===== src/rtl/mmio_rd_arbiter_pkg.sv =====
// Shared constants, state encoding and address decode for the MMIO read arbiter.
package mmio_rd_arbiter_pkg;

   localparam int unsigned MMIO_ADDR_W = 64;
   localparam int unsigned MMIO_DATA_W = 64;

   // Device addresses served by mem_mmio (RTC and CLINT mtimecmp)
   localparam logic [MMIO_ADDR_W-1:0] DEV_RTC      = 64'h0000_0000_0200_bff8;
   localparam logic [MMIO_ADDR_W-1:0] DEV_MTIMECMP = 64'h0000_0000_0200_4000;

   // Arbiter FSM state encodings
   typedef enum logic [2:0] {
      MMIO_ARB_IDLE  = 3'd0,
      MMIO_ARB_ISSUE = 3'd1,
      MMIO_ARB_WAIT  = 3'd2,
      MMIO_ARB_ACK   = 3'd3,
      MMIO_ARB_RESP  = 3'd4
   } mmio_arb_state_e;

   // True for the addresses the shared device actually implements
   function automatic logic mmio_addr_supported(input logic [MMIO_ADDR_W-1:0] addr);
      return (addr == DEV_RTC) || (addr == DEV_MTIMECMP);
   endfunction

endpackage


===== src/rtl/rr_arbiter2.sv =====
// Two-requester round-robin arbiter; purely combinational so any 2-master share can reuse it.
module rr_arbiter2 (
   input  logic [1:0] req,
   input  logic       last_grant,
   output logic       grant,
   output logic       any
);

   // On a tie the port that did not win last time is granted; a lone requester always wins
   always_comb begin
      any   = |req;
      grant = 1'b0;
      if (req == 2'b11) begin
         grant = ~last_grant;
      end else begin
         grant = req[1];
      end
   end

endmodule


===== src/rtl/mmio_rd_arbiter.sv =====
// Shares the single MMIO read device between the instruction port (0) and the LSU port (1).
// One transaction in flight; sequences the device start/req/ack handshake and returns
// read data or an error pulse to whichever port was granted.
module mmio_rd_arbiter
   import mmio_rd_arbiter_pkg::*;
#(
   parameter int unsigned TIMEOUT_CYCLES = 16
) (
   input  logic        clk,
   input  logic        rst,
   input  logic        m0_valid,
   input  logic [63:0] m0_addr,
   output logic        m0_ready,
   output logic [63:0] m0_rdata,
   output logic        m0_err,
   input  logic        m1_valid,
   input  logic [63:0] m1_addr,
   output logic        m1_ready,
   output logic [63:0] m1_rdata,
   output logic        m1_err,
   output logic        dev_start,
   output logic        dev_ren,
   output logic [63:0] dev_raddr,
   input  logic        dev_req,
   input  logic [63:0] dev_rdata,
   output logic        dev_ack
);

   localparam int unsigned CNT_W = $clog2(TIMEOUT_CYCLES) + 1;

   mmio_arb_state_e    state_q;
   logic               gnt_q;
   logic               last_grant_q;
   logic [CNT_W-1:0]   cnt_q;

   logic               arb_grant;
   logic               arb_any;
   logic [63:0]        req_addr;

   rr_arbiter2 u_rr (
      .req        ({m1_valid, m0_valid}),
      .last_grant (last_grant_q),
      .grant      (arb_grant),
      .any        (arb_any)
   );

   // Address of the port the arbiter would grant this cycle
   always_comb begin
      req_addr = arb_grant ? m1_addr : m0_addr;
   end

   // Arbitration FSM, address/data latches, timeout counter and all registered outputs
   always_ff @(posedge clk) begin
      if (rst) begin
         state_q      <= MMIO_ARB_IDLE;
         gnt_q        <= 1'b0;
         last_grant_q <= 1'b1;
         cnt_q        <= '0;
         m0_ready     <= 1'b0;
         m0_rdata     <= '0;
         m0_err       <= 1'b0;
         m1_ready     <= 1'b0;
         m1_rdata     <= '0;
         m1_err       <= 1'b0;
         dev_start    <= 1'b0;
         dev_ren      <= 1'b0;
         dev_raddr    <= '0;
         dev_ack      <= 1'b0;
      end else begin
         m0_ready  <= 1'b0;
         m0_err    <= 1'b0;
         m1_ready  <= 1'b0;
         m1_err    <= 1'b0;
         dev_start <= 1'b0;

         case (state_q)
            MMIO_ARB_IDLE: begin
               if (arb_any) begin
                  gnt_q        <= arb_grant;
                  last_grant_q <= arb_grant;
                  if (mmio_addr_supported(req_addr)) begin
                     dev_start <= 1'b1;
                     dev_ren   <= 1'b1;
                     dev_raddr <= req_addr;
                     state_q   <= MMIO_ARB_ISSUE;
                  end else begin
                     state_q   <= MMIO_ARB_RESP;
                  end
               end
            end

            MMIO_ARB_ISSUE: begin
               cnt_q   <= '0;
               state_q <= MMIO_ARB_WAIT;
            end

            MMIO_ARB_WAIT: begin
               if (dev_req) begin
                  if (gnt_q) begin
                     m1_ready <= 1'b1;
                     m1_rdata <= dev_rdata;
                  end else begin
                     m0_ready <= 1'b1;
                     m0_rdata <= dev_rdata;
                  end
                  dev_ack <= 1'b1;
                  dev_ren <= 1'b0;
                  state_q <= MMIO_ARB_ACK;
               end else if (cnt_q == CNT_W'(TIMEOUT_CYCLES - 1)) begin
                  if (gnt_q) begin
                     m1_ready <= 1'b1;
                     m1_err   <= 1'b1;
                     m1_rdata <= '0;
                  end else begin
                     m0_ready <= 1'b1;
                     m0_err   <= 1'b1;
                     m0_rdata <= '0;
                  end
                  dev_ren <= 1'b0;
                  state_q <= MMIO_ARB_IDLE;
               end else if (cnt_q != '1) begin
                  cnt_q <= cnt_q + CNT_W'(1);
               end
            end

            MMIO_ARB_ACK: begin
               dev_ren <= 1'b0;
               if (!dev_req) begin
                  dev_ack <= 1'b0;
                  state_q <= MMIO_ARB_IDLE;
               end
            end

            MMIO_ARB_RESP: begin
               // Only unsupported addresses reach here, so the response is always an error
               if (gnt_q) begin
                  m1_ready <= 1'b1;
                  m1_err   <= 1'b1;
                  m1_rdata <= '0;
               end else begin
                  m0_ready <= 1'b1;
                  m0_err   <= 1'b1;
                  m0_rdata <= '0;
               end
               state_q <= MMIO_ARB_IDLE;
            end

            default: begin
               dev_ren <= 1'b0;
               dev_ack <= 1'b0;
               state_q <= MMIO_ARB_IDLE;
            end
         endcase
      end
   end

endmodule


===== config.mk =====
export PLATFORM = sky130hd
export DESIGN_NAME = mmio_rd_arbiter
export DESIGN_NICKNAME = d
export VERILOG_FILES = /design/src/rtl/mmio_rd_arbiter_pkg.sv /design/src/rtl/rr_arbiter2.sv /design/src/rtl/mmio_rd_arbiter.sv
export SDC_FILE = /design/constraint.sdc
export NUM_CORES = 1
export LEC_CHECK = 0
export BUFFER_PORTS_ARGS = -buffer_cell sky130_fd_sc_hd__buf_2
export CORE_AREA = 2 2 152 154
export DETAILED_ROUTE_END_ITERATION = 10
export DIE_AREA = 0 0 154 156
export PLACE_DENSITY_LB_ADDON = 0.1
export SLEW_MARGIN = 5
export SYNTH_ARGS = -nofsm -noshare
export SYNTH_HDL_FRONTEND = slang
export SYNTH_HIERARCHICAL = 1
export SYNTH_SLANG_ARGS = --single-unit

===== constraint.sdc =====
create_clock -name clk -period 3.2 [get_ports clk]
set_input_delay 0.64 -clock clk [delete_from_list [all_inputs] [get_ports clk]]
set_output_delay 0.64 -clock clk [all_outputs]
set_load 0.02 [all_outputs]

==> results of run 1 <==
[state kept, by name (all words and copies together), names as in the netlist, 3 cells and up]
name       cells
dev_raddr     64
m0_rdata      64
m1_rdata      64
cnt_q          5
state_q        3
[placed cells by master (no fill, tap or decap), types with 2 or more instances in the layout]
master,count
buf_2,394
dfxtp_1,209
nor2_1,146
a22oi_1,126
and2_1,50
nor4_1,25
clkbuf_16,23
nand4_1,12
a21oi_1,12
a21o_1,12
nor3_1,10
nand2_1,10
clkbuf_8,9
inv_1,7
nand3_1,7
o21ai_0,6
buf_4,6
buf_12,6
mux2i_1,5
clkinv_2,4
nor4b_1,3
ha_1,3
clkbuf_1,3
nor2_4,2
nor2b_1,2
nand3b_1,2
a211oi_1,2
nand2b_1,2
xor2_1,2
bufinv_16,2
[power by group through the flow]
stage	clock [mW]	combinational [mW]	sequential, mW
2_1_floorplan	0	0.110	2.67
3_3_place_gp	0	0.302	2.67
3_5_place_dp	0	0.300	2.67
4_1_cts	2.80	0.301	2.61
5_1_grt	2.90	0.329	2.61
6_report	2.71	0.300	2.61
[how the worst min path moves through the flow]
stage / endpoint / slack (ns) / depth (start not counted)
after detailed placement: dev_raddr[8]$_SDFFE_PP0P_ / 0.44 / 1
after global routing: m1_rdata[61]$_SDFFE_PP0P_ / 0.40 / 3
final: m0_rdata[43]$_SDFFE_PP0P_ / 0.41 / 3
after floorplan: last_grant_q$_SDFFE_PP1P_ / 0.44 / 2
after global placement: dev_raddr[5]$_SDFFE_PP0P_ / 0.43 / 1
after CTS: m0_rdata[43]$_SDFFE_PP0P_ / 0.39 / 3
[per-layer routing]
metal	vias to the layer above	global-route usage	share of wire
met5	-	0	0
met1	3195	0.2944	0.48
met2	241	0.2996	0.43
met4	0	0.05429	0.025
met3	39	0.04611	0.066
li1	3363	-	-
[critical path, stage by stage (launching register included)]
cell and delay (ns):
dfxtp_1 0.33, ha_1 0.21, and3_1 0.20, ha_1 0.24, nor2_1 0.14, nor3b_1 0.07, o21ai_0 0.41, or2_2 0.21
buf_4 0.37, a22oi_1 0.12, nor2_1 0.11
[per-stage QoR]
stage	setup slack, ns	instance area (µm²)	hold WS (ns)	total power [mW]
detailed placement	0.3217	9498	0.4356	2.972
finish	0.6875	10290	0.4123	5.629
CTS	0.6884	10290	0.3897	5.716
floorplan	0.7448	7259	0.4377	2.778
global route	0.3482	10290	0.4023	5.840
global placement	0.4163	9498	0.4304	2.973
[area by class of cell]
class / instances / area, µm²
sequential: 209 / 4184
fill: 2244 / 12080
clock inverter: 6 / 80.08
tap: 285 / 356.6
clock buffer: 35 / 710.7
multi-input combinational: 462 / 2794
inverter: 7 / 26.28
timing repair buffer: 406 / 2137
[cell families after synthesis]
group                      after synthesis  share of synthesized area
adders and majority gates                3                   0.005171
DFF                                    209                     0.5764
muxes                                    5                   0.006894
AOI/OAI and AO/OA                      170                     0.1741
xor gates and xnor gates                 2                   0.002413
buffers and inverters                   61                    0.04119
and+or+nand+nor                        282                     0.1939
==> qor.csv, run 1 <==
metric,value,unit
outcome,"finished, final reports clean",
GPL Wtd Cong,0.8710,
DP HPWL,18.36,mm
Worst Tran Pin Value,0.6667,ns
sw frac,0.2155,
period utilization,0.7852,
CTS resizes,0,
antenna violations before repair,0,
core area,22370,µm²
"count leader, synth",dfxtp_1,
power share of the combinational group,0.053,
FF-to-FF Start,cnt_q[0]$_SDFFE_PP0P_,
#FFs+latches synth,209,
FP Rows,55,
drt wl/cell,17.87,µm
vias per cell,4.850,
Final Max Slew Viols,0,
CTS max path bufs,3,
DRT Pass-1 Iters,5,
clk_skew,0.007500,ns
post-detailed-route DRC marker count,0,
initial DRC count,470,
Detailed Route WL,25.19,mm
die area,24020,µm²
Critical Path End,m1_rdata[8]$_SDFFE_PP0P_,
R2R setup slack,0.69,ns
Skew-Pair Late Insertion Delay,0.49,ns
clk sinks,209,
number of flops mapped to enable cells by yosys,0,
Antenna Nets Post-Route,0,
CTS tree,done,
peak supply drop,0.3553,mV
grt ovf,0,
CTS H-tree depth,1,
Max Cap Viol,0,
via count,6838,
area growth from synthesis to layout,41.73,%
Int Pwr,4.416,mW
synth unique cells,46,
clock transition at the registers of the reported paths,0.06,ns
CP Class,reg -> reg,
first-pass GRT wire length,38.72,mm
Worst Path Max Fanout,34,
placed insts,1369,
Mapped Avg Cell Area,9.917,µm²
final setup TNS,0,ns
Critical Path AT,2.94,ns
Setup crit start,cnt_q[0]$_SDFFE_PP0P_,
layout cell share with drive strength beyond 1,0.4044,
Sw Pwr,1.213,mW
Synth Instances,732,
Hold Buf Count CTS,0,
post-layout min period,2.513,ns
headroom to the max-slew limit,0.5545,
Final Setup Violations,0,
"FFs w/ async S/R, synth",0,
path depth of the worst reg2reg path,10,
Yosys top cell area share,0.5764,
ys flop type,dfxtp_1,
Initial Utilization,0.3246,
Reg power frac,0.464,
Final Hold Fails,0,
Worst Hold Class,in -> reg,
# Post-CTS Setup Buffers,0,
Clk pwr share,0.482,
Synth Cell Area,7259,µm²
pwr dens,547.1,nW/µm²
die width,154,µm
"Req. time, crit path",3.63,ns
NumNets Final,1309,
TritonCTS Buffers,23,
dominant cells by area after synthesis,"dfxtp_1, a22oi_1, nor2_1",
worst reg2reg endpoint,m1_rdata[8]$_SDFFE_PP0P_,
most frequent cells after synthesis,"dfxtp_1, nor2_1, a22oi_1",
io pins,396,
post-synthesis net count,932,
CP Launch Type,register,
element type at the critical path end,register,
largest net degree at the start of global routing,102,
RSZ-0062 raised after global routing,no,
All-Layer GR Usage,0.2020,
Synth Warn #,6,
Port Buffer Count,395,
Lkg Pwr,4.931,nW
"Seq/Total Area, Yosys",0.5764,
ant diodes,0,
"area leader, netlist",dfxtp_1,
fmax,0.3980,GHz
final core occ,0.4600,
final non-filler cell total,1410,
vias in the first global route,6598,
die span in y,156,µm
root buffer cell,clkbuf_16,
hold_sp,dev_rdata[43],
No activity file was read; power rests on OpenSTA's default activity.
==> run 2, diff against run 1 <==
==> constraint.sdc (replaced) <==
create_clock -name clk -period 2.6 [get_ports clk]
set_input_delay 0.52 -clock clk [delete_from_list [all_inputs] [get_ports clk]]
set_output_delay 0.52 -clock clk [all_outputs]
set_load 0.02 [all_outputs]
==> qor.csv, run 2 (synthesis results as in run 1) <==
metric,value,unit
final non-filler cell total,1426,
headroom to the max-slew limit,0.6555,
via count,6936,
Critical Path AT,2.74,ns
die width,154,µm
Final Hold Fails,0,
Max Cap Viol,0,
CTS H-tree depth,1,
die area,24020,µm²
clk_skew,0.01229,ns
Initial Utilization,0.3246,
CP Launch Type,register,
TritonCTS Buffers,23,
CTS max path bufs,3,
io pins,396,
Hold Buf Count CTS,0,
final core occ,0.4665,
RSZ-0062 raised after global routing,no,
"commonest non-fill, non-tap cell in the layout",buf_2,
core area,22370,µm²
outcome,"finished, final reports clean",
clk sinks,209,
first-pass GRT wire length,38.57,mm
final setup TNS,0,ns
CTS resizes,0,
NumNets Final,1323,
Skew-Pair Late Insertion Delay,0.50,ns
fmax,0.4216,GHz
root buffer cell,clkbuf_16,
die span in y,156,µm
Final Max Slew Viols,0,
post-layout min period,2.372,ns
Port Buffer Count,395,
All-Layer GR Usage,0.1999,
Worst Path Max Fanout,33,
element type at the critical path end,register,
drt wl/cell,17.74,µm
Lkg Pwr,5.014,nW
grt ovf,0,
Worst Hold Class,in -> reg,
"Req. time, crit path",2.97,ns
post-detailed-route DRC marker count,0,
largest net degree at the start of global routing,118,
Worst Tran Pin Value,0.5167,ns
# Post-CTS Setup Buffers,0,
peak supply drop,0.4389,mV
GPL Wtd Cong,0.9191,
vias per cell,4.864,
antenna violations before repair,1,
total power,7.014,mW
CP Class,reg -> reg,
Detailed Route WL,25.30,mm
"commonest non-fill, non-tap cells in the layout","buf_2, dfxtp_1, nor2_1",
DRT Pass-1 Iters,5,
placed insts,1383,
clock transition at the registers of the reported paths,0.06,ns
layout cell share with drive strength beyond 1,0.4123,
Final Setup Violations,0,
initial DRC count,436,
CTS tree,done,
FP Rows,55,
pwr dens,672.4,nW/µm²
Antenna Nets Post-Route,0,
Largest regs,"dev_raddr (64), m0_rdata (64), m1_rdata (64)",
area growth from synthesis to layout,43.71,%
DP HPWL,18.31,mm
vias in the first global route,6676,
period utilization,0.9123,
[run 2: worst max-delay path: stages, from the launching register on]
cell     delay [ns]
dfxtp_1        0.38
ha_1           0.18
and3_1         0.20
ha_1           0.19
nor2_1         0.06
nor3b_1        0.17
o21ai_0        0.14
buf_4          0.16
or2_2          0.32
buf_12         0.19
a22oi_1        0.17
nor2_1         0.05
[run 2: report_power, final]
part | switching, mW | leakage, nW | internal, mW | total [mW]
clock network | 1.30 | 0.393 | 2.11 | 3.41
registers | 0.00454 | 1.68 | 3.21 | 3.21
logic | 0.223 | 2.94 | 0.167 | 0.391
[run 2: area by class of cell]
class                   instances  area [µm²]
repair buffers                420        2267
diodes                          1       2.502
fillers                      2224       11930
well taps                     285       356.6
clock inverters                13       173.9
flip-flops and latches        209        4184
multi-input cells             462        2794
clock buffers                  29       628.1
inverters                       7       26.28
[run 2: final timing paths]
path	startpoint	to	slack, ns	cells past startpoint
max	cnt_q[0]$_SDFFE_PP0P_	m1_rdata[19]$_SDFFE_PP0P_	0.23	11
min	dev_rdata[58]	m1_rdata[58]$_SDFFE_PP0P_	0.28	3
max reg2reg	cnt_q[0]$_SDFFE_PP0P_	m1_rdata[19]$_SDFFE_PP0P_	0.23	11
min reg2reg	dev_raddr[5]$_SDFFE_PP0P_	dev_raddr[5]$_SDFFE_PP0P_	0.45	1
[run 2: metrics by stage]
stage                     hold slack [ns]  instance area, µm²  setup slack, ns
after detailed placement           0.4382                9628         -0.01115
final                              0.2798               10430           0.2281
after global placement             0.4285                9628          0.05932
after global routing               0.2754               10430          0.02787
after floorplan                    0.4377                7259           0.2648
after CTS                          0.2606               10430           0.2165
[run 2: metal layers]
layer / GRT usage / vias to the layer above / part of all wire
li1: - / 3389 / -
met1: 0.2809 / 3237 / 0.48
met2: 0.2953 / 265 / 0.42
met3: 0.05861 / 45 / 0.075
met4: 0.06142 / 0 / 0.026
met5: 0 / - / 0
